### src/rtl/alu_pkg.sv
// Shared constants and width helpers for the operand-selector datapath.
package alu_pkg;

  localparam int MODE_SEL = 0;
  localparam int MODE_RR  = 1;

  // Select/index width: at least one bit even for a single channel
  function automatic int sel_width(input int k);
    return (k > 1) ? $clog2(k) : 1;
  endfunction

  // Increment a channel index with wrap back to zero at k
  function automatic int wrap_inc(input int i, input int k);
    return (i + 1 >= k) ? 0 : i + 1;
  endfunction

endpackage

### src/rtl/rr_pick.sv
// Combinational find-first-from-pointer: returns the first requesting channel
// at or after ptr, wrapping modulo K.
module rr_pick
  import alu_pkg::*;
#(
  parameter  int K  = 4,
  localparam int SW = sel_width(K)
) (
  input  logic [K-1:0]  req,
  input  logic [SW-1:0] ptr,
  output logic [SW-1:0] gnt_idx,
  output logic          any
);

  int   idx;
  logic found;

  assign any = |req;

  // Scan K positions starting at ptr and keep the first requester seen
  always_comb begin
    gnt_idx = '0;
    found   = 1'b0;
    idx     = 0;
    for (int j = 0; j < K; j++) begin
      idx = (int'(ptr) + j) % K;
      if (!found && req[idx]) begin
        gnt_idx = SW'(idx);
        found   = 1'b1;
      end
    end
  end

endmodule

### src/rtl/mux_nto1_pipe.sv
// Registered K-to-1 operand selector with valid/ready on every channel and on
// the output. MODE_SEL picks the channel from C; MODE_RR arbitrates round-robin
// over the valid channels and ignores C.
module mux_nto1_pipe
  import alu_pkg::*;
#(
  parameter  int N    = 32,
  parameter  int K    = 4,
  parameter  int MODE = MODE_SEL,
  localparam int SW   = sel_width(K)
) (
  input  logic           CLK,
  input  logic           RST_N,
  input  logic [K*N-1:0] X,
  input  logic [K-1:0]   XV,
  output logic [K-1:0]   XR,
  input  logic [SW-1:0]  C,
  output logic [N-1:0]   R,
  output logic           RV,
  input  logic           RR,
  output logic [SW-1:0]  RI
);

  logic [SW-1:0] sel;
  logic [SW-1:0] sel_safe;
  logic          sel_ok;
  logic          space;
  logic          load;
  logic [N-1:0]  data_p0;

  logic [N-1:0]  data_p1;
  logic [SW-1:0] idx_p1;
  logic          vld_p1;

  generate
    if (MODE == MODE_RR) begin : g_rr
      logic [SW-1:0] ptr;
      logic [SW-1:0] gnt_idx;
      logic          any;

      rr_pick #(.K(K)) u_pick (
        .req     (XV),
        .ptr     (ptr),
        .gnt_idx (gnt_idx),
        .any     (any)
      );

      assign sel    = gnt_idx;
      assign sel_ok = any;

      // Fairness pointer: next search starts just past the channel that was served
      always_ff @(posedge CLK) begin
        if (!RST_N) begin
          ptr <= '0;
        end else if (load) begin
          ptr <= SW'(wrap_inc(int'(gnt_idx), K));
        end
      end
    end else begin : g_sel
      // A single channel always selects index 0; C only qualifies the request
      assign sel    = (K == 1) ? '0 : C;
      assign sel_ok = (int'(C) < K);
    end
  endgenerate

  // Stage p0: handshake decode and input selection
  always_comb begin
    sel_safe = sel_ok ? sel : '0;
    data_p0  = X[int'(sel_safe)*N +: N];
    space    = !vld_p1 || RR;
    load     = RST_N && space && sel_ok && XV[sel_safe];
    XR       = '0;
    if (RST_N && space && sel_ok) begin
      XR[sel_safe] = 1'b1;
    end
  end

  // Stage p1: output register; loads, drains, or holds under backpressure
  always_ff @(posedge CLK) begin
    if (!RST_N) begin
      vld_p1  <= 1'b0;
      data_p1 <= '0;
      idx_p1  <= '0;
    end else if (load) begin
      vld_p1  <= 1'b1;
      data_p1 <= data_p0;
      idx_p1  <= sel_safe;
    end else if (RR) begin
      vld_p1  <= 1'b0;
    end
  end

  assign R  = data_p1;
  assign RV = vld_p1;
  assign RI = idx_p1;

endmodule

### config.mk
export PLATFORM = sky130hd
export DESIGN_NAME = mux_nto1_pipe
export DESIGN_NICKNAME = d
export VERILOG_FILES = /design/src/rtl/alu_pkg.sv /design/src/rtl/rr_pick.sv /design/src/rtl/mux_nto1_pipe.sv
export SDC_FILE = /design/constraint.sdc
export NUM_CORES = 1
export LEC_CHECK = 0
export CAP_MARGIN = 20
export CORE_MARGIN = 2
export CORE_UTILIZATION = 37
export DETAILED_ROUTE_END_ITERATION = 16
export GPL_TIMING_DRIVEN = 0
export PLACE_DENSITY = 0.95
export SYNTH_ARGS = -nofsm -noshare
export SYNTH_HDL_FRONTEND = slang
export SYNTH_SLANG_ARGS = --single-unit
### constraint.sdc
create_clock -name CLK -period 3.7 [get_ports CLK]
set_input_delay 0.74 -clock CLK [delete_from_list [all_inputs] [get_ports CLK]]
set_output_delay 0.74 -clock CLK [all_outputs]
set_load 0.05 [all_outputs]
==> summary.md <==
| Metric | Value |
|---|---|
| Seq cells post-synth | `35` |
| Pint | `around 860 uW` |
| Final hold vios | `0` |
| Global Route Usage Sum | `between 20% and 30%` |
| Tmin final | `3.61 ns` |
| Port Buffers | `174` |
| Root Driver | `clkbuf_8` |
| P_sw | `slightly above 400 uW` |
| CTS sink cnt | `35` |
| Comb pwr share | `41.9%` |
| Count of pins over their slew limit | `0` |
| Vias in the first global route | `2838` |
| Slew HR | `between 60% and 70%` |
| Starting Density | `between 30 and 40%` |
| Die area | `6880 um^2` |
| First-pass GRT wire length | `13.0 mm` |
| Hold Crit Class | `reg -> reg` |
| Critical Path Fanout Max | `10` |
| Register area share after synthesis | `between 30% and 40%` |
| CP Capture Type | `output pin` |
| Clk_lat worst skew | `approximately 0.28 ns` |
| GPL Wtd Cong | `just under 0.8` |
| Area post-placement | `4140 um^2` |
| CTS tree | `done` |
| Clk buf depth | `2` |
| Multi-input logic area | `1440 um^2` |
| Starting DRT DRC Count | `75` |
| Synth Warn # | `0` |
| CP Data Arrival Time | `2.87 ns` |
| Drt first pass iters | `6` |
| Clk pin slew, worst setup/hold paths | `approximately 0.070 ns` |
| Final core utilization | `between 70% and 80%` |
| Synthesized area | `roughly 2300 um^2` |
| R2r setup slk | `a little over 2 ns` |
| Worst-margin pin slew | `roughly 0.53 ns` |
| Net Count, Synth | `350` |
| Net Sw Frac | `32.3%` |
| Vias per std cell | `approximately 5.4` |
| Num ports | `176` |
| Drt wl/cell | `between 15 and 20 um` |
| Chip height | `slightly above 80 um` |
| Fmax | `277 MHz` |
| Crit path kind | `in -> out` |
| CTS buffer count | `5` |
| Largest net degree at the start of global routing | `12` |
| Core area | `slightly below 6000 um^2` |
| DR vias | `2528` |
| DP HPWL | `6.53 mm` |
| Post-CTS Setup Inserts | `0` |
| Part of the power in the clock network | `between 20% and 30%` |
| Final setup fails | `0` |
| Total gr overflow | `0` |
| Maximum VDD drop | `about 0.17 mV` |
| Synthesized area per cell | `around 11 um^2` |
| Leak | `roughly 1.5 nW` |
| Finished layout cell area | `roughly 4200 um^2` |
| Setup TNS Final | `0 ns` |
| Hold Startpoint | `R[2]` |
| Cells after Synth | `213` |
| Tcrit/Tclk final | `between 90% and 100%` |
| Fill cell count | `approximately 440` |
| CP startpoint | `C[1]` |
| Final WL | `just over 8 mm` |
| Sequential Area | `701 um^2` |
| Resize count post-CTS | `0` |
| PD cells | `300 nW/um^2` |
| Finished Layout Cells | `470` |
| Final nets | `531` |
| Maxcap violations | `0` |
| Hold-fix buffers, CTS | `0` |
| Sequential fraction of design power | `33.5%` |
| Die width | `roughly 83 um` |
| Distinct cells, synth | `28` |
| Launching element type of the critical path | `primary input` |
| Inst Count DP | `about 460` |
| RSZ-0062 raised after global routing | `false` |
| Layout cell share with drive strength beyond 1 | `~16%` |
| Final ANT Viol Nets | `0` |
| Outcome | `finished clean` |
| Initial antenna violation count | `0` |
| DRC | `0` |
| Reg-to-reg startpoint | `RV` |
| Cell Rows | `28` |
| CTS H-tree lvls | `2` |
| Max Clock Skew | `around 0.0083 ns` |
| Antenna cells | `0` |
| Area growth, synth to finish | `84.1%` |
| WP data required | `around 3.0 ns` |
cells in the mapped netlist, drive strengths merged:
| cell type | instances | area share (%) |
|---|---|---|
| a21boi | 34 | 11 |
| a21oi | 1 | 0.22 |
| and3 | 1 | 0.49 |
| buf | 17 | 5.1 |
| clkbuf | 9 | 1.8 |
| dfxtp | 35 | 30 |
| inv | 2 | 0.33 |
| mux2 | 1 | 0.65 |
| mux2i | 1 | 0.43 |
| mux4 | 32 | 32 |
| nand2 | 2 | 0.33 |
| nand2b | 1 | 0.27 |
| nand3 | 35 | 7.6 |
| nor2 | 2 | 0.33 |
| nor2b | 2 | 0.54 |
| nor3 | 3 | 0.87 |
| o21ai | 34 | 7.7 |
| or3 | 1 | 0.27 |
registers in the layout, indices dropped and copies added (netlist names):
name and cells:
RV 1, R 32, RI 2
cell families after synthesis:
logic type / count (synthesis) / share of synthesized area [%]
AOI/OAI and AO/OA: 69 / 19.0
buffers and inverters: 28 / 7.27
DFF: 35 / 30.4
muxes: 34 / 32.7
and+or+nand+nor: 47 / 10.7
power groups by stage:
| stage | combinational (mW) | sequential, mW | clock [mW] |
|---|---|---|---|
| after CTS | 0.536 | 0.426 | 0.316 |
| after global placement | 0.524 | 0.433 | 0 |
| final | 0.533 | 0.427 | 0.312 |
| after detailed placement | 0.534 | 0.435 | 0 |
| after global routing | 0.563 | 0.431 | 0.335 |
| after floorplan | 0.177 | 0.545 | 0 |
per-layer routing:
| layer | global-route usage (%) | up-vias | wire length, um |
|---|---|---|---|
| met5 | 0 | - | 0 |
| met4 | 10.3 | 0 | 251 |
| met3 | 7.36 | 22 | 698 |
| met2 | 44.3 | 137 | 4280 |
| met1 | 23.6 | 1185 | 2860 |
| li1 | - | 1184 | - |
cell type report:
type	count	area share, %
plain buffers	26	3.77
clock buffers	7	2.27
clock inverters	1	0.177
inverters	2	0.177
multi-input cells	150	33.9
flip-flops and latches	35	16.5
well taps	75	2.21
repair buffers	174	41.0
metrics by stage:
stage                     worst slack (ns)  power, mW  hold WS [ns]
after CTS                           0.0868       1.28         0.465
after floorplan                      0.747      0.722         0.686
after global routing                0.0121       1.33         0.487
after detailed placement            0.0921      0.969         0.455
final                               0.0908       1.27         0.465
after global placement               0.134      0.957         0.448
worst paths after layout:
check	end	depth (start not counted)
worst min register to register	R[2]	2
worst max-delay path	XR[2]	6
worst max register to register	R[7]	5
worst min-delay path	R[2]	2
cells in the final DEF, fill, tap and decap left out, types with 5 or more instances in the layout:
cell	netlist	routed
a21boi_1	30	30
buf_2	10	10
buf_6	5	5
clkbuf_1	6	6
clkbuf_8	0	7
clkdlybuf4s50_1	0	174
dfxtp_1	35	35
mux4_2	30	30
nand3_1	35	35
o21ai_1	28	28
critical path, cell delays in order:
cell and delay, ns:
clkdlybuf4s50_1 0.53, buf_2 0.25, buf_2 0.28, nand3_1 0.13, nor2_1 0.12, clkdlybuf4s50_1 0.81
Note: power is estimated with default switching activity, not from simulation.
